==> src/rtl/multicycle_control_unit.sv <==
// Main FSM and ALU decoder for the multicycle RV32I core.
// The Moore controls are registered with the state. BRANCH pc_write and imm_src are combinational.
module multicycle_control_unit #(
    parameter int SUPPORT_BNE  = 1,
    parameter int ILLEGAL_HALT = 1
) (
    input  logic       clk,
    input  logic       reset,
    input  logic [6:0] op,
    input  logic [2:0] funct3,
    input  logic       funct7,
    input  logic       zero,
    output logic       pc_write,
    output logic       adr_src,
    output logic       mem_write,
    output logic       ir_write,
    output logic [1:0] result_src,
    output logic [2:0] alu_control,
    output logic [2:0] alu_src_a,
    output logic [2:0] alu_src_b,
    output logic [1:0] imm_src,
    output logic       reg_write,
    output logic       illegal,
    output logic [3:0] state_dbg
);

    typedef enum logic [3:0] {
        S_FETCH  = 4'd0,  S_DECODE = 4'd1,  S_MEMADR = 4'd2,  S_MEMRD  = 4'd3,
        S_MEMWB  = 4'd4,  S_MEMWR  = 4'd5,  S_EXECR  = 4'd6,  S_EXECI  = 4'd7,
        S_ALUWB  = 4'd8,  S_BRANCH = 4'd9,  S_JAL    = 4'd10, S_HALT   = 4'd11
    } state_t;

    typedef struct packed {
        logic       pc_write;
        logic       adr_src;
        logic       mem_write;
        logic       ir_write;
        logic [1:0] result_src;
        logic [2:0] alu_control;
        logic [2:0] alu_src_a;
        logic [2:0] alu_src_b;
        logic       reg_write;
        logic       illegal;
    } ctrl_t;

    localparam logic [6:0] OP_LW  = 7'b0000011;
    localparam logic [6:0] OP_SW  = 7'b0100011;
    localparam logic [6:0] OP_R   = 7'b0110011;
    localparam logic [6:0] OP_I   = 7'b0010011;
    localparam logic [6:0] OP_BR  = 7'b1100011;
    localparam logic [6:0] OP_JAL = 7'b1101111;

    localparam logic [2:0] ALU_ADD = 3'b000;
    localparam logic [2:0] ALU_SUB = 3'b001;
    localparam logic [2:0] ALU_AND = 3'b010;
    localparam logic [2:0] ALU_OR  = 3'b011;
    localparam logic [2:0] ALU_SLT = 3'b101;

    state_t     state_q, state_d;
    ctrl_t      ctrl_q, out_c;
    logic [2:0] alu_dec;
    logic       alu_ok, br_ok;

    function automatic ctrl_t ctrl_of(input state_t s, input logic [2:0] alu_sel);
        ctrl_t c;
        c = '0;
        case (s)
            S_FETCH: begin
                c.ir_write   = 1'b1;
                c.pc_write   = 1'b1;
                c.alu_src_b  = 3'b010;
                c.result_src = 2'b10;
            end
            S_DECODE: begin
                c.alu_src_a = 3'b001;
                c.alu_src_b = 3'b001;
            end
            S_MEMADR: begin
                c.alu_src_a = 3'b010;
                c.alu_src_b = 3'b001;
            end
            S_MEMRD: c.adr_src = 1'b1;
            S_MEMWB: begin
                c.result_src = 2'b01;
                c.reg_write  = 1'b1;
            end
            S_MEMWR: begin
                c.adr_src   = 1'b1;
                c.mem_write = 1'b1;
            end
            S_EXECR: begin
                c.alu_src_a   = 3'b010;
                c.alu_control = alu_sel;
            end
            S_EXECI: begin
                c.alu_src_a   = 3'b010;
                c.alu_src_b   = 3'b001;
                c.alu_control = alu_sel;
            end
            S_ALUWB: c.reg_write = 1'b1;
            S_BRANCH: begin
                c.alu_src_a   = 3'b010;
                c.alu_control = ALU_SUB;
            end
            S_JAL: begin
                c.alu_src_a = 3'b001;
                c.alu_src_b = 3'b010;
                c.pc_write  = 1'b1;
            end
            S_HALT: c.illegal = 1'b1;
            default: c = '0;
        endcase
        return c;
    endfunction

    // funct7 only selects sub on R-type; I-type has op[5]=0 so addi never becomes sub.
    always_comb begin
        alu_dec = ALU_ADD;
        alu_ok  = 1'b1;
        case (funct3)
            3'b000:  alu_dec = (op[5] & funct7) ? ALU_SUB : ALU_ADD;
            3'b010:  alu_dec = ALU_SLT;
            3'b110:  alu_dec = ALU_OR;
            3'b111:  alu_dec = ALU_AND;
            default: alu_ok  = 1'b0;
        endcase
    end

    assign br_ok = (funct3 == 3'b000) || ((SUPPORT_BNE != 0) && (funct3 == 3'b001));

    always_comb begin
        state_d = state_q;
        case (state_q)
            S_FETCH:  state_d = S_DECODE;
            S_DECODE: begin
                if (op == OP_LW || op == OP_SW)  state_d = S_MEMADR;
                else if (op == OP_R && alu_ok)   state_d = S_EXECR;
                else if (op == OP_I && alu_ok)   state_d = S_EXECI;
                else if (op == OP_BR && br_ok)   state_d = S_BRANCH;
                else if (op == OP_JAL)           state_d = S_JAL;
                else if (ILLEGAL_HALT != 0)      state_d = S_HALT;
                else                             state_d = S_FETCH;
            end
            S_MEMADR: state_d = (op == OP_LW) ? S_MEMRD : S_MEMWR;
            S_MEMRD:  state_d = S_MEMWB;
            S_MEMWB:  state_d = S_FETCH;
            S_MEMWR:  state_d = S_FETCH;
            S_EXECR:  state_d = S_ALUWB;
            S_EXECI:  state_d = S_ALUWB;
            S_ALUWB:  state_d = S_FETCH;
            S_BRANCH: state_d = S_FETCH;
            S_JAL:    state_d = S_ALUWB;
            S_HALT:   state_d = S_HALT;
            default:  state_d = S_FETCH;
        endcase
    end

    always_ff @(posedge clk) begin
        if (reset) begin
            state_q <= S_FETCH;
            ctrl_q  <= ctrl_of(S_FETCH, ALU_ADD);
        end else begin
            state_q <= state_d;
            ctrl_q  <= ctrl_of(state_d, alu_dec);
        end
    end

    // Reset overrides combinationally so an aborted instruction cannot write in the reset cycle.
    always_comb begin
        out_c = ctrl_q;
        if (reset) begin
            out_c          = ctrl_of(S_FETCH, ALU_ADD);
            out_c.pc_write = 1'b0;
            out_c.ir_write = 1'b0;
        end
    end

    always_comb begin
        case (op)
            OP_SW:   imm_src = 2'b01;
            OP_BR:   imm_src = 2'b10;
            OP_JAL:  imm_src = 2'b11;
            default: imm_src = 2'b00;
        endcase
    end

    assign pc_write    = out_c.pc_write
                       | (~reset & (state_q == S_BRANCH) & (zero ^ funct3[0]));
    assign adr_src     = out_c.adr_src;
    assign mem_write   = out_c.mem_write;
    assign ir_write    = out_c.ir_write;
    assign result_src  = out_c.result_src;
    assign alu_control = out_c.alu_control;
    assign alu_src_a   = out_c.alu_src_a;
    assign alu_src_b   = out_c.alu_src_b;
    assign reg_write   = out_c.reg_write;
    assign illegal     = out_c.illegal;
    assign state_dbg   = state_q;

endmodule
==> config.mk <==
export PLATFORM = sky130hd
export DESIGN_NAME = multicycle_control_unit
export DESIGN_NICKNAME = d
export VERILOG_FILES = /design/src/rtl/multicycle_control_unit.sv
export SDC_FILE = /design/constraint.sdc
export NUM_CORES = 1
export LEC_CHECK = 0
export ABC_AREA = 1
export BUFFER_PORTS_ARGS = -buffer_cell sky130_fd_sc_hd__buf_2
export CAP_MARGIN = 20
export CORE_ASPECT_RATIO = 0.7
export CORE_MARGIN = 3
export CORE_UTILIZATION = 45
export CTS_BUF_LIST = sky130_fd_sc_hd__clkbuf_8
export DETAILED_ROUTE_END_ITERATION = 10
export PLACE_DENSITY = 0.71
export SKIP_LAST_GASP = 1
export SLEW_MARGIN = 10
export SYNTH_ARGS = -nofsm -noshare
export SYNTH_HDL_FRONTEND = slang
export SYNTH_SLANG_ARGS = --single-unit
==> constraint.sdc <==
create_clock -name clk -period 1.5 [get_ports clk]
set_input_delay 0.3 -clock clk [delete_from_list [all_inputs] [get_ports clk]]
set_output_delay 0.3 -clock clk [all_outputs]
set_load 0.05 [all_outputs]
==> summary.md, run 1 <==
| Metric | Value |
|---|---|
| Synthesized instance count | around 160 |
| Setup Skew | roughly 0.0035 ns |
| Detailed-route wire length per cell | 10.4 um |
| First-pass GRT wire length | just over 4000 um |
| DRT Pass-1 Iters | 5 |
| Fmax | ~0.64 GHz |
| Mapped cell area | 1010 um^2 |
| Initial DRC Count | 36 |
| WP buf/inv | 2 |
| Most frequent CP cell | nand2_1 |
| Most common cell after layout, fill and taps aside | nand2_1 |
| Die Wd | between 60 and 70 um |
| Nets | 224 |
| Status | complete, but fails checks |
| Clock slew at reported path FFs | around 0.060 ns |
| Detail Placement HPWL | just under 2000 um |
| Synth-to-layout area growth | 44.9% |
| Filler cells | between 150 and 200 |
| Clk root buf | clkbuf_8 |
| Max-slew violations | 0 |
| Final cell count without fillers | ~240 |
| WP depth | 6 |
| RePlAce Congestion | 0.910 |
| Total GRT Usage | a little under a fifth |
| CP Class | reg -> out |
| Setup WS post-layout | -0.0579 ns |
| Mux contribution to synthesized area | 0% |
| Placed cell area | 1340 um^2 |
| Distinct cells, synth | 27 |
| Worst Hold Path EP | ctrl_q[9]$_SDFF_PP0_ |
| Initial antenna violation count | 0 |
| Final Cell Area | 1470 um^2 |
| CP Data Required Time | ~1.2 ns |
| FF-to-FF Start | state_dbg[0]$_SDFF_PP0_ |
| Crit-path slowest cell | dfxtp_2 |
| Hold Crit Start | funct3[2] |
| DR vias/cell | around 4.7 |
| Share of the synthesized area in the top cell type | 33.5% |
| Cell family with the largest share of critical-path delay | flip-flops |
| Yosys warning count | 0 |
| Starting density of the core | 51.1% |
| Number of global-route vias before repair | roughly 950 |
| Largest net degree at the start of global routing | 18 |
| DRC violations left | 0 |
| Violated checks | negative setup slack |
| Skew-Pair Late Insertion Delay | ~0.25 ns |
| Worst Hold Class | in -> reg |
| CTS Buf Count | 3 |
| Synth Area in Simple Gates | a little over two fifths |
| Synth Area in XOR/XNOR | less than 1% |
| Worst hold path cell count | 3 |
| #FFs+latches synth | 17 |
| Port Buffer Count | 34 |
| Fin. Hold Viols | 0 |
| CTS Buffer Depth | 2 |
| Largest family of logic cells by synthesized area | simple AND/OR/NAND/NOR gates |
| Ys flop type | dfxtp_1 |
| Async SR Flop Fraction | 0% |
| Die Ht | ~46 um |
| RSZ-0062 raised after global routing | true |
| Worst stage delay on the critical path | 0.33 ns |
| Crit-path cells | inv_1 > nand2_1 > nor3_2 > nand2_1 > a21oi_4 > buf_6 |
| Adder-cell area share of the yosys netlist | 0% |
| PwrDens | roughly 1700 nW/um^2 |
| # diodes | 0 |
| R2r worst-path depth | 10 |
| Syn_area_per_cell | approximately 6.5 um^2 |
| CTS tree | yes |
| Routed WL | between 2000 and 2500 um |
| Sink Count | 17 |
| Final setup viols | 3 |
| CTS Hold Buffers Added | 0 |
| CP Capture Type | output port |
| Top cells by area, synth | dfxtp_1, nand2_1, inv_1 |
| Share of layout cells above drive strength 1 | 43.5% |
| FP Rows | 13 |
| CTS H-tree depth | 1 |
| EDFF count, synth | 0 |
| Largest area contributor in the netlist | dfxtp_1 |
| Area of the core | roughly 2000 um^2 |
| Max-cap violations | 0 |
| Placed insts | 232 |
| Post-DRT Antenna Nets | 0 |
| Overflow after GRT | 0 |
| Min Tclk post-route | ~1.6 ns |
| Via count | 1112 |
| Worst reg2reg endpoint | ctrl_q[6]$_SDFF_PP0_ |
| Post-synthesis sequential area ratio | 33.5% |
| Most frequent cells in the layout | nand2_1, buf_2, nor2_1 |
| Period utilization | 104% |
| Crit start category | flop |
| Io pins | 37 |
| R2R setup slack | -0.01 ns |
| Die footprint | approximately 2900 um^2 |
| Critical path fanouts, max | 4 |
| Leakage | approximately 0.77 nW |
| CP Data Arrival Time | between 1 and 1.5 ns |
| VDD IR max | ~0.0015 V |
| WHS | 0.314 ns |
| Compound-cell area share of the yosys netlist | ~6.5% |
where the power goes:
group          internal (mW)  total, mW  switching [mW]
clock                  0.184      0.328           0.144
sequential             0.593      0.660          0.0669
combinational          0.466       1.47            1.00
Yosys cell counts (3+ instances only):
master	count
a21oi_1	4
dfxtp_1	17
inv_1	29
inv_2	4
nand2_1	33
nand3_1	8
nand3_2	3
nor2_1	27
nor2_2	4
nor2_4	3
nor3_1	4
metrics by stage:
step           utilization, %  setup TNS, ns  setup slack (ns)  total power [mW]
3_3_place_gp             67.5        -0.0157          -0.00909              1.99
2_1_floorplan               -        -0.0226           -0.0226              1.66
4_1_cts                  71.0        -0.0711           -0.0711              2.40
3_5_place_dp             67.5         -0.161           -0.0444              2.02
6_report                 74.1        -0.0657           -0.0579              2.46
5_1_grt                  74.1         -0.792            -0.145              2.62
worst register-to-register path: stages (launching register included):
cell and delay (ns):
dfxtp_4 0.34, buf_4 0.15, nand2_1 0.13, inv_1 0.06, o2bb2ai_1 0.25, o21ai_4 0.12, nor2_2 0.17, nand2_2 0.07
nand3_1 0.06, nand2_1 0.05, inv_1 0.05
cells by family after synthesis:
family,Yosys count
XOR/XNOR,1
buffers and inverters,38
AO/OA/AOI/OAI,10
flip-flops,17
other,1
AND/OR/NAND/NOR,90
layer usage:
metal,vias up,share of wire (%),track usage (%)
met5,-,0,0
met4,0,1.3,6.58
met3,6,6.4,5.19
met2,37,46,30.5
met1,491,46,23.5
li1,578,-,-
cell type report:
type	instances	area [um^2]	area share (%)
Timing Repair Buffer	51	329	22.4
Tap cell	30	37.5	2.55
Clock buffer	3	41.3	2.81
Clock inverter	1	5.00	0.340
Inverter	34	131	8.94
Sequential cell	17	348	23.7
Multi-Input combinational cell	103	578	39.3
worst max-delay path by stage:
stage                            startpoint                   end  slack (ns)
floorplan           state_dbg[0]$_SDFF_PP0_              pc_write       -0.02
global route        state_dbg[2]$_SDFF_PP0_              pc_write       -0.14
detailed placement                    op[4]  ctrl_q[6]$_SDFF_PP0_       -0.04
finish              state_dbg[2]$_SDFF_PP0_              pc_write       -0.06
CTS                 state_dbg[2]$_SDFF_PP0_              pc_write       -0.07
global placement                      op[2]            imm_src[0]      -0.009
sequential cells by signal, indices dropped and copies added, names as in the netlist:
name       flops
ctrl_q        13
state_dbg      4
repair_timing:
action,in CTS,in global routing
setup endpoints to repair,4,12
gates resized for setup,5,15
setup buffers,1,2
pin swaps,2,3
Power figures use the tool's default switching activity.
==> inputs of run 2 (changes only) <==
--- a/config.mk
+++ b/config.mk
@@ -9,12 +9,10 @@
 export BUFFER_PORTS_ARGS = -buffer_cell sky130_fd_sc_hd__buf_2
 export CAP_MARGIN = 20
 export CORE_ASPECT_RATIO = 0.7
-export CORE_MARGIN = 3
 export CORE_UTILIZATION = 45
 export CTS_BUF_LIST = sky130_fd_sc_hd__clkbuf_8
 export DETAILED_ROUTE_END_ITERATION = 10
 export PLACE_DENSITY = 0.71
-export SKIP_LAST_GASP = 1
 export SLEW_MARGIN = 10
 export SYNTH_ARGS = -nofsm -noshare
 export SYNTH_HDL_FRONTEND = slang
==> run 2 against run 1 <==
Effect of this change: the run still ends with negative setup slack left; design area increased by 8.9%; highest routed layer unchanged; sequential share of layout area decreased by 1.5 points; clock-buffer cell count unchanged; worst setup slack got worse by 0.0061 ns; clock power increased by 2%; power increased by 12%; register-to-register slack got worse by 0.05 ns; non-clock buffer count increased by 6; routed wire length increased by 17%; hold slack improved by 0.0071 ns; cell count increased by 2.5%.
==> summary.md, run 2 (synthesis gave the netlist of run 1 again) <==
| Metric | Value |
|---|---|
| CP Data Required Time | between 1.5 and 2 ns |
| CP Data Arrival Time | about 1.7 ns |
| CP Class | reg -> reg |
| PwrDens | about 1700 nW/um^2 |
| WHS | 0.321 ns |
| Period utilization | 104% |
| Initial antenna violation count | 0 |
| Initial DRC Count | 48 |
| Status | complete, but fails checks |
| Routed WL | roughly 2900 um |
| CTS H-tree depth | 1 |
| Clock slew at reported path FFs | roughly 0.060 ns |
| Port Buffer Count | 34 |
| CTS tree | yes |
| Critical path fanouts, max | 5 |
| CTS Hold Buffers Added | 0 |
| RSZ-0062 raised after global routing | true |
| Final Cell Area | 1600 um^2 |
| Worst Hold Class | in -> reg |
| Post-layout utilization of the core | 80.7% |
| Detail Placement HPWL | around 1900 um |
| R2r worst-path depth | 10 |
| Pre-CTS worst setup slack | -0.0666 ns |
| VDD IR max | around 0.0017 V |
| Setup WS post-layout | -0.0640 ns |
| Via count | 1173 |
| Sink Count | 17 |
| Starting density of the core | 51.1% |
| RePlAce Congestion | a little over 0.8 |
| Max-cap violations | 0 |
| FP Rows | 13 |
| Nets | 230 |
| Number of global-route vias before repair | between 900 and 1000 |
| Fin. Hold Viols | 0 |
| Clk root buf | clkbuf_8 |
| Min Tclk post-route | approximately 1.6 ns |
| Detailed-route wire length per cell | around 12 um |
| Skew-Pair Late Insertion Delay | 0.25 ns |
| Largest Register | ctrl_q |
| Multi-input gate area | 656 um^2 |
| Post-DRT Antenna Nets | 0 |
| Max-slew violations | 0 |
| Most frequent cells in the layout | buf_2, nor2_1, nand2_1 |
| DRC violations left | 0 |
| Final setup viols | 3 |
| DR vias/cell | about 4.8 |
| Largest net degree at the start of global routing | 18 |
| Violated checks | negative setup slack |
| Most common cell after layout, fill and taps aside | buf_2 |
| First-pass GRT wire length | 3850 um |
| Synth-to-layout area growth | 57.8% |
| # diodes | 0 |
| CP Capture Type | flop |
| Final cell count without fillers | approximately 250 |
| Filler cells | around 140 |
| Max reg flops | 13 |
| Io pins | 37 |
| Share of layout cells above drive strength 1 | 51.6% |
| Leakage | approximately 0.8 nW |
| Fmax | around 0.64 GHz |
| DRT Pass-1 Iters | 4 |
| Placed cell area | around 1300 um^2 |
| Placed insts | between 200 and 250 |
| Total GRT Usage | between 20% and 30% |
| Overflow after GRT | 0 |
| Die Ht | 41.7 um |
| Setup Skew | around 0.0023 ns |
| CTS Buffer Depth | 2 |
| Setup_tns | -0.137 ns |
| Worst hold path cell count | 3 |
| Crit start category | flop |
| Register area | about 360 um^2 |
| Final Total Pwr | 2.76 mW |
| CTS Buf Count | 3 |
| Die Wd | roughly 60 um |
| Area of the core | a little under 2000 um^2 |
| Die footprint | roughly 2500 um^2 |
==> run 2: worst paths after layout <==
| path | from | endpoint | slack, ns |
|---|---|---|---|
| worst min-delay path | funct3[2] | ctrl_q[9]$_SDFF_PP0_ | 0.32 |
| worst max-delay path | state_dbg[3]$_SDFF_PP0_ | ctrl_q[2]$_SDFF_PP0_ | -0.06 |
| worst min register to register | state_dbg[3]$_SDFF_PP0_ | ctrl_q[13]$_SDFF_PP1_ | 0.56 |
| worst max register to register | state_dbg[3]$_SDFF_PP0_ | ctrl_q[2]$_SDFF_PP0_ | -0.06 |
==> run 2: layout make-up <==
type,instances,share of cell area (%)
Clock buffer,3,2.58
Multi-Input combinational cell,103,40.9
Tap cell,30,2.34
Timing Repair Buffer,57,23.4
Sequential cell,17,22.2
Clock inverter,1,0.312
Inverter,34,8.28
==> run 2: worst max-delay path: stages, from the launching register on <==
cell	delay, ns
dfxtp_4	0.37
inv_2	0.07
nand2_2	0.08
nor3_4	0.28
nand2_2	0.12
o21ai_4	0.21
nor2_2	0.09
nand2_2	0.08
nand3_1	0.06
nand2_1	0.07
inv_1	0.03
==> run 2: power breakdown <==
group          internal [mW]  leakage, nW  switching, mW
logic                  0.605        0.655           1.14
registers              0.601        0.142         0.0789
clock network          0.184       0.0255          0.149
==> run 2: timing repair <==
item	4_1_cts	5_1_grt
endpoints found under the setup margin	2	11
buffers inserted	1	8
pin swaps	1	14
gates resized for setup	6	39
==> run 2: metal layers <==
layer,global-route usage (%),part of all wire (%),up-vias,routed length (um)
li1,-,-,592,-
met1,27.0,42,510,1230
met2,32.3,47,62,1360
met3,7.17,8.1,9,235
met4,8.10,2.8,0,80
met5,0,0,-,0
